[src/rtl/verisparse.sv]
// Shared types and default sizes for the sparse-recovery datapath.
package verisparse;

  localparam int unsigned SIGNAL_SIZE_DEFAULT       = 64;
  localparam int unsigned DICTIONARY_SIZE_DEFAULT   = 256;
  localparam int unsigned CORR_ACC_WIDTH_DEFAULT    = 32;
  localparam int unsigned DATA_BUS_WIDTH            = 8;
  localparam int unsigned SIGNAL_ADDR_WIDTH         = $clog2(SIGNAL_SIZE_DEFAULT);
  localparam int unsigned DICTIONARY_ADDR_WIDTH     = $clog2(SIGNAL_SIZE_DEFAULT * DICTIONARY_SIZE_DEFAULT);
  localparam int unsigned REPRESENTATION_ADDR_WIDTH = $clog2(DICTIONARY_SIZE_DEFAULT);

  typedef enum logic [2:0] {
    CORR_IDLE,
    CORR_READ,
    CORR_DRAIN,
    CORR_CMP,
    CORR_DONE
  } corr_state_t;

endpackage

[src/rtl/pursuit_correlate_ctrl_if.sv]
// Read bus towards the residual (y) and dictionary memories.
interface pursuit_correlate_ctrl_if;
  import verisparse::*;

  logic        [SIGNAL_ADDR_WIDTH-1:0]     y_read_addr;
  logic signed [DATA_BUS_WIDTH-1:0]        y_read_data;
  logic        [DICTIONARY_ADDR_WIDTH-1:0] dict_read_addr;
  logic signed [DATA_BUS_WIDTH-1:0]        dict_read_data;

  modport master (
    output y_read_addr,
    output dict_read_addr,
    input  y_read_data,
    input  dict_read_data
  );

  modport slave (
    input  y_read_addr,
    input  dict_read_addr,
    output y_read_data,
    output dict_read_data
  );

endinterface

[src/rtl/pursuit_mac.sv]
// Signed 8x8 multiply-accumulate with synchronous clear and enable.
module pursuit_mac
  import verisparse::*;
#(
  parameter int unsigned ACC_WIDTH = CORR_ACC_WIDTH_DEFAULT
) (
  input  logic                             clk,
  input  logic                             reset,
  input  logic                             i_clear,
  input  logic                             i_en,
  input  logic signed [DATA_BUS_WIDTH-1:0] i_a,
  input  logic signed [DATA_BUS_WIDTH-1:0] i_b,
  output logic signed [ACC_WIDTH-1:0]      o_acc
);

  localparam int unsigned PROD_WIDTH = 2 * DATA_BUS_WIDTH;

  logic signed [PROD_WIDTH-1:0] w_prod;
  logic signed [ACC_WIDTH-1:0]  w_prod_ext;
  logic signed [ACC_WIDTH-1:0]  r_acc;

  assign w_prod     = i_a * i_b;
  assign w_prod_ext = {{(ACC_WIDTH - PROD_WIDTH){w_prod[PROD_WIDTH-1]}}, w_prod};

  always_ff @(posedge clk) begin
    if (reset || i_clear) begin
      r_acc <= '0;
    end else if (i_en) begin
      r_acc <= r_acc + w_prod_ext;
    end
  end

  assign o_acc = r_acc;

endmodule

[src/rtl/pursuit_correlate_ctrl.sv]
// Matching-pursuit atom selection: correlates every atom with y and keeps the largest |corr|.
// Optional atom exclusion via support bitmap under VERISPARSE_CORR_EXCLUDE_EN.
module pursuit_correlate_ctrl
  import verisparse::*;
#(
  parameter int unsigned SIGNAL_SIZE     = SIGNAL_SIZE_DEFAULT,
  parameter int unsigned DICTIONARY_SIZE = DICTIONARY_SIZE_DEFAULT,
  parameter int unsigned ACC_WIDTH       = CORR_ACC_WIDTH_DEFAULT
) (
  input  logic                                 clk,
  input  logic                                 reset,
  input  logic                                 start,
`ifdef VERISPARSE_CORR_EXCLUDE_EN
  input  logic                                 clear_support,
`endif
  output logic                                 busy,
  output logic                                 done,
  output logic                                 found,
  output logic [REPRESENTATION_ADDR_WIDTH-1:0] best_index,
  output logic signed [ACC_WIDTH-1:0]          best_corr,
  pursuit_correlate_ctrl_if.master             bus
);

  localparam logic [SIGNAL_ADDR_WIDTH-1:0] M_LAST =
    SIGNAL_ADDR_WIDTH'(SIGNAL_SIZE - 1);
  localparam logic [REPRESENTATION_ADDR_WIDTH-1:0] N_LAST =
    REPRESENTATION_ADDR_WIDTH'(DICTIONARY_SIZE - 1);

  corr_state_t                          r_state;
  logic [SIGNAL_ADDR_WIDTH-1:0]         r_m;
  logic [REPRESENTATION_ADDR_WIDTH-1:0] r_n;
  logic [DICTIONARY_ADDR_WIDTH-1:0]     r_dict_addr;
  logic                                 r_have_best;
  logic                                 r_busy;
  logic                                 r_done;
  logic                                 r_found;
  logic [REPRESENTATION_ADDR_WIDTH-1:0] r_best_index;
  logic signed [ACC_WIDTH-1:0]          r_best_corr;

  logic signed [ACC_WIDTH-1:0] w_acc;
  logic [ACC_WIDTH-1:0]        w_acc_mag;
  logic [ACC_WIDTH-1:0]        w_best_mag;
  logic                        w_mac_en;
  logic                        w_mac_clr;
  logic                        w_eligible;
  logic                        w_take;

  // The first READ cycle returns data for the IDLE address, so it is skipped.
  assign w_mac_en  = ((r_state == CORR_READ) && (r_m != '0)) || (r_state == CORR_DRAIN);
  assign w_mac_clr = (r_state == CORR_IDLE) || (r_state == CORR_CMP);

  pursuit_mac #(
    .ACC_WIDTH (ACC_WIDTH)
  ) u_mac (
    .clk     (clk),
    .reset   (reset),
    .i_clear (w_mac_clr),
    .i_en    (w_mac_en),
    .i_a     (bus.y_read_data),
    .i_b     (bus.dict_read_data),
    .o_acc   (w_acc)
  );

  assign w_acc_mag  = w_acc[ACC_WIDTH-1] ? -w_acc : w_acc;
  assign w_best_mag = r_best_corr[ACC_WIDTH-1] ? -r_best_corr : r_best_corr;

`ifdef VERISPARSE_CORR_EXCLUDE_EN
  localparam int unsigned IDX_W = $clog2(DICTIONARY_SIZE);
  logic [DICTIONARY_SIZE-1:0] r_support;
  assign w_eligible = !r_support[r_n[IDX_W-1:0]];
`else
  assign w_eligible = 1'b1;
`endif

  // Strict compare keeps the lowest index on equal magnitude.
  assign w_take = w_eligible && (!r_have_best || (w_acc_mag > w_best_mag));

  always_ff @(posedge clk) begin
    if (reset) begin
      r_state      <= CORR_IDLE;
      r_m          <= '0;
      r_n          <= '0;
      r_dict_addr  <= '0;
      r_have_best  <= 1'b0;
      r_busy       <= 1'b0;
      r_done       <= 1'b0;
      r_found      <= 1'b0;
      r_best_index <= '0;
      r_best_corr  <= '0;
`ifdef VERISPARSE_CORR_EXCLUDE_EN
      r_support    <= '0;
`endif
    end else begin
      r_done <= 1'b0;
      case (r_state)
        CORR_IDLE: begin
`ifdef VERISPARSE_CORR_EXCLUDE_EN
          if (clear_support) r_support <= '0;
`endif
          if (start) begin
            r_state     <= CORR_READ;
            r_busy      <= 1'b1;
            r_m         <= '0;
            r_n         <= '0;
            r_dict_addr <= '0;
            r_have_best <= 1'b0;
          end
        end
        CORR_READ: begin
          if (r_m == M_LAST) begin
            r_state <= CORR_DRAIN;
          end else begin
            r_m         <= r_m + 1'b1;
            r_dict_addr <= r_dict_addr + 1'b1;
          end
        end
        CORR_DRAIN: r_state <= CORR_CMP;
        CORR_CMP: begin
          if (w_take) begin
            r_best_corr  <= w_acc;
            r_best_index <= r_n;
            r_have_best  <= 1'b1;
            r_found      <= 1'b1;
          end else if (!r_have_best) begin
            r_best_corr  <= '0;
            r_best_index <= '0;
            r_found      <= 1'b0;
          end
          if (r_n == N_LAST) begin
            r_state <= CORR_DONE;
            r_done  <= 1'b1;
          end else begin
            r_n         <= r_n + 1'b1;
            r_m         <= '0;
            r_dict_addr <= r_dict_addr + 1'b1;
            r_state     <= CORR_READ;
          end
        end
        CORR_DONE: begin
`ifdef VERISPARSE_CORR_EXCLUDE_EN
          if (r_found) r_support[r_best_index[IDX_W-1:0]] <= 1'b1;
`endif
          r_state     <= CORR_IDLE;
          r_busy      <= 1'b0;
          r_m         <= '0;
          r_dict_addr <= '0;
        end
        default: r_state <= CORR_IDLE;
      endcase
    end
  end

  assign busy               = r_busy;
  assign done               = r_done;
  assign found              = r_found;
  assign best_index         = r_best_index;
  assign best_corr          = r_best_corr;
  assign bus.y_read_addr    = r_m;
  assign bus.dict_read_addr = r_dict_addr;

endmodule

[src/flat_wrapper.sv]
// flat-port wrapper written by rule: the top's interface ports become plain ports
module pursuit_correlate_ctrl_flat import verisparse::*;
#(
  parameter int unsigned SIGNAL_SIZE     = SIGNAL_SIZE_DEFAULT,
  parameter int unsigned DICTIONARY_SIZE = DICTIONARY_SIZE_DEFAULT,
  parameter int unsigned ACC_WIDTH       = CORR_ACC_WIDTH_DEFAULT
)
  (clk, reset, start, busy, done, found, best_index, best_corr, bus_y_read_addr, bus_dict_read_addr, bus_y_read_data, bus_dict_read_data);
  pursuit_correlate_ctrl_if bus_i ();
  input  logic clk;
  input  logic reset;
  input  logic start;
  output logic busy;
  output logic done;
  output logic found;
  output logic [REPRESENTATION_ADDR_WIDTH-1:0] best_index;
  output logic signed [ACC_WIDTH-1:0] best_corr;
  output wire logic [$bits(bus_i.y_read_addr)-1:0] bus_y_read_addr;
  output wire logic [$bits(bus_i.dict_read_addr)-1:0] bus_dict_read_addr;
  input wire logic [$bits(bus_i.y_read_data)-1:0] bus_y_read_data;
  input wire logic [$bits(bus_i.dict_read_data)-1:0] bus_dict_read_data;
  assign bus_y_read_addr = bus_i.y_read_addr;
  assign bus_dict_read_addr = bus_i.dict_read_addr;
  assign bus_i.y_read_data = bus_y_read_data;
  assign bus_i.dict_read_data = bus_dict_read_data;
  pursuit_correlate_ctrl #(.SIGNAL_SIZE(SIGNAL_SIZE), .DICTIONARY_SIZE(DICTIONARY_SIZE), .ACC_WIDTH(ACC_WIDTH)) u_core (.clk(clk), .reset(reset), .start(start), .busy(busy), .done(done), .found(found), .best_index(best_index), .best_corr(best_corr), .bus(bus_i));
endmodule
[config.mk]
export PLATFORM = sky130hd
export DESIGN_NAME = pursuit_correlate_ctrl_flat
export DESIGN_NICKNAME = d
export VERILOG_FILES = /design/src/rtl/verisparse.sv /design/src/rtl/pursuit_correlate_ctrl_if.sv /design/src/rtl/pursuit_mac.sv /design/src/rtl/pursuit_correlate_ctrl.sv /design/src/flat_wrapper.sv
export SDC_FILE = /design/constraint.sdc
export NUM_CORES = 1
export LEC_CHECK = 0
export BUFFER_PORTS_ARGS = -buffer_cell sky130_fd_sc_hd__buf_4
export CORE_MARGIN = 1
export CORE_UTILIZATION = 46
export DETAILED_ROUTE_END_ITERATION = 8
export PLACE_DENSITY = 0.73
export SYNTH_ARGS = -nofsm -noshare
export SYNTH_HDL_FRONTEND = slang
export SYNTH_SLANG_ARGS = --single-unit
[constraint.sdc]
create_clock -name clk -period 20.2 [get_ports clk]
set_input_delay 2.02 -clock clk [delete_from_list [all_inputs] [get_ports clk]]
set_output_delay 2.02 -clock clk [all_outputs]
set_load 0.01 [all_outputs]
==> results by group <==
Pwr
  – Pwr dens: 107 mW/mm2
  – Maximum vdd ir drop: 57.5 uV
  – Leak: 6.13 nW
  – PnR Total Power: 1.40 mW

STA
  – Hold_ws: 459 ps
  – Final WS setup: 12680 ps
  – F_max: 133 MHz
  – Worst slew margin: 0.254
  – Setup TNS: 0 ps
  – Setup-failing EPs final: 0
  – Tcrit/Tclk final: 0.372
  – Slew @ Worst Pin: 1120 ps
  – Final Max Slew Viols: 0
  – RSZ-0062 raised after global routing: false
  – Post-layout min period: 7520 ps
  – Hold Violations, Final: 0
  – Layout Skew: 11.3 ps

Logic synthesis
  – Synth area leaders: fa_1, dfxtp_1, ha_1, nand2b_1, xnor2_1
  – Post-Syn Area: 0.0118 mm2
  – Mapped Nets: 1568
  – Yosys top cell by area: fa_1
  – Sequential element share of the synthesized area: 0.181
  – Primary FF master, synth: dfxtp_1
  – Distinct cells, synth: 58
  – Synth warn: 0
  – Synthesis-stage register bit count: 107
  – Area fraction of the dominant cell type after synthesis: 0.230
  – Asr flop ratio synth: 0
  – Post-Synthesis Cells: 1305
  – Avg Inst Size Synth: 9.08 um2
  – EDFF count, synth: 0

Clock network
  – Num CTS Buffers: 9
  – Num Clock Sinks: 107
  – CTS resizes: 0
  – CTS H-tree depth: 3
  – Clock Latency Late Sink: 370 ps
  – Worst-path clk slew: 80 ps
  – Root Driver: clkbuf_16
  – Post-CTS Setup Inserts: 0
  – CTS Hold Bufs: 0
  – Max clock buf depth: 2
  – CTS tree: done

Place
  – Post-DP HPWL: 21800 um
  – DP Worst Slack: 12230 ps
  – Placement-stage cell area: 0.0128 mm2
  – Input/output buffers: 81
  – Final GP Congestion: 0.919

Floorplan
  – Vert. Die Dim: 162 um
  – Number of top-level pins: 82
  – Cell Rows: 58
  – Starting Density: 0.469
  – Core ar.: 0.0253 mm2
  – Full die area: 0.0264 mm2
  – Die width: 162 um

Routing
  – Routed WL: 26900 um
  – Vias per cell: 5.46
  – Post-route ant nets: 0
  – WL/cell: 15.8 um
  – DRT iter0 DRCs: 488
  – 1st-pass router iterations: 5
  – Routed via count: 9263
  – DRC: 0

GRT
  – Grt ovf: 0
  – Global-route wire length before repair: 45400 um
  – Vias in the first global route: 9210
  – GR Util All Layers: 0.215
  – Largest net degree at the start of global routing: 97
  – Antenna violations before repair: 0

Hold path
  – HP Class: reg -> reg
  – Worst hold start: u_core.found$_SDFFE_PP0P_
  – Hold path cells: 2

Critical path
  – Req. time, crit path: 20470 ps
  – Crit start category: primary input
  – Reg2Reg Depth: 17
  – Critical path class: in -> reg
  – Crit. Startpoint: bus_dict_read_data[2]
  – R2r setup slk: 14700 ps
  – Crit path DAT: 7780 ps
  – Crit Path Max Fanout: 13
  – Critical path capture point type: flop
  – Critical R2R Launch: u_core.u_mac.o_acc[6]$_SDFFE_PP0P_

Finish
  – Layout cell share with drive strength beyond 1: 0.0921
  – FF+latch area: 0.00214 mm2
  – Final nets: 1626
  – Combined area of the multi-input logic cells: 0.00909 mm2
  – Fill cells: 2327
  – Area growth syn-to-layout: 10.6%
  – Cell area after layout: 0.0131 mm2
  – Antenna Cells: 0

Run status
  – Status: finished clean

Flow run
  – Max Cap Viol: 0
## critical path: stages
cell and delay (ps):
buf_4 120, nand2_1 150, fa_1 770, fa_1 630
inv_1 670, fa_1 570, fa_1 500, ha_1 320
ha_1 400, o211ai_1 210, nor2_1 100, a2111oi_0 420
nor2_1 140, and4_1 220, or3_1 300, a32o_1 240
## flip-flops by register name, summed over array words and instances, names as in the netlist
signal,flops
u_core.best_corr,32
u_core.r_n,8
u_core.bus.y_read_addr,6
u_core.bus.dict_read_addr,14
u_core.found,1
u_core.busy,1
u_core.r_have_best,1
u_core.r_state,3
u_core.best_index,8
u_core.u_mac.o_acc,32
u_core.done,1
## worst paths after layout
| check | end |
|---|---|
| worst min-delay path | u_core.found$_SDFFE_PP0P_ |
| worst max register to register | u_core.u_mac.o_acc[27]$_SDFFE_PP0P_ |
| worst max-delay path | u_core.u_mac.o_acc[30]$_SDFFE_PP0P_ |
| worst min register to register | u_core.found$_SDFFE_PP0P_ |
## report_power, final
part           internal, mW  total (mW)  switching (mW)  leakage [nW]
Combinational         0.417       0.990           0.573          5.10
Sequential            0.214       0.223         0.00858         0.863
Clock                 0.101       0.192          0.0908         0.161
## layout make-up
type,count,share of cell area
Multi-Input combinational cell,1034,0.694
Sequential cell,107,0.164
Timing Repair Buffer,88,0.0504
Inverter,123,0.0353
Tap cell,330,0.0315
Clock buffer,9,0.0172
Clock inverter,7,0.00764
## cell usage in the layout (no fill, tap or decap), types with 7 or more instances in the layout
| cell | instances |
|---|---|
| a21oi_1 | 65 |
| o31ai_1 | 19 |
| o21a_1 | 7 |
| nor3_1 | 19 |
| nor2b_1 | 8 |
| a31oi_1 | 8 |
| nor4_1 | 9 |
| a211oi_1 | 7 |
| mux2i_1 | 44 |
| dfxtp_1 | 107 |
| and3_1 | 11 |
| fa_1 | 136 |
| clkbuf_16 | 9 |
| ha_1 | 108 |
| o41ai_1 | 8 |
| nand2b_1 | 91 |
| nand2_1 | 109 |
| nand4_1 | 19 |
| nand3_1 | 20 |
| xor2_1 | 47 |
| o21ai_0 | 60 |
| and2_1 | 37 |
| or4_1 | 8 |
| xnor2_1 | 53 |
| or3_1 | 13 |
| a21o_1 | 22 |
| buf_4 | 88 |
| nor2_1 | 49 |
| inv_1 | 123 |
## cells in the mapped netlist, types with 6 or more instances
| library cell | number |
|---|---|
| o21ai_0 | 60 |
| a21o_1 | 22 |
| nor4_1 | 9 |
| nand2b_1 | 91 |
| nor2b_1 | 8 |
| clkbuf_1 | 36 |
| fa_1 | 136 |
| o21bai_1 | 6 |
| nor3_1 | 19 |
| o41ai_1 | 8 |
| nand2_1 | 109 |
| a31oi_1 | 8 |
| dfxtp_1 | 107 |
| or3_1 | 13 |
| inv_1 | 123 |
| o31ai_1 | 19 |
| and3_1 | 11 |
| and2_1 | 38 |
| a211oi_1 | 7 |
| or4_1 | 8 |
| ha_1 | 108 |
| nand3_1 | 20 |
| nor2_1 | 49 |
| a21oi_1 | 66 |
| o21a_1 | 8 |
| mux2i_1 | 44 |
| nand4_1 | 19 |
| xor2_1 | 47 |
| xnor2_1 | 53 |
## cells by family (layout without fill, tap and decap cells)
| group | after synthesis | in the layout | share of synthesized area |
|---|---|---|---|
| AO/OA/AOI/OAI | 232 | 232 | 0.125 |
| multiplexers | 45 | 45 | 0.0381 |
| adder cells (fa/ha/maj) | 244 | 244 | 0.344 |
| AND/OR/NAND/NOR | 413 | 413 | 0.187 |
| XOR/XNOR | 100 | 100 | 0.0739 |
| flip-flops | 107 | 107 | 0.181 |
| buffers and inverters | 164 | 227 | 0.0520 |
## metal layers
metal	GRT usage	vias up	routed length, um
met5	0	-	0
met3	0.0173	33	917
met4	0.0686	0	525
li1	-	4544	-
met2	0.359	151	12900
met1	0.294	4535	12500
## through the flow
stage | utilization | cells
after floorplan | - | 1305
after global placement | 0.506 | 1682
after detailed placement | 0.506 | 1682
after CTS | 0.519 | 1698
after global routing | 0.519 | 1698
final | 0.519 | 1698
Note: power is estimated with default switching activity, not from simulation.
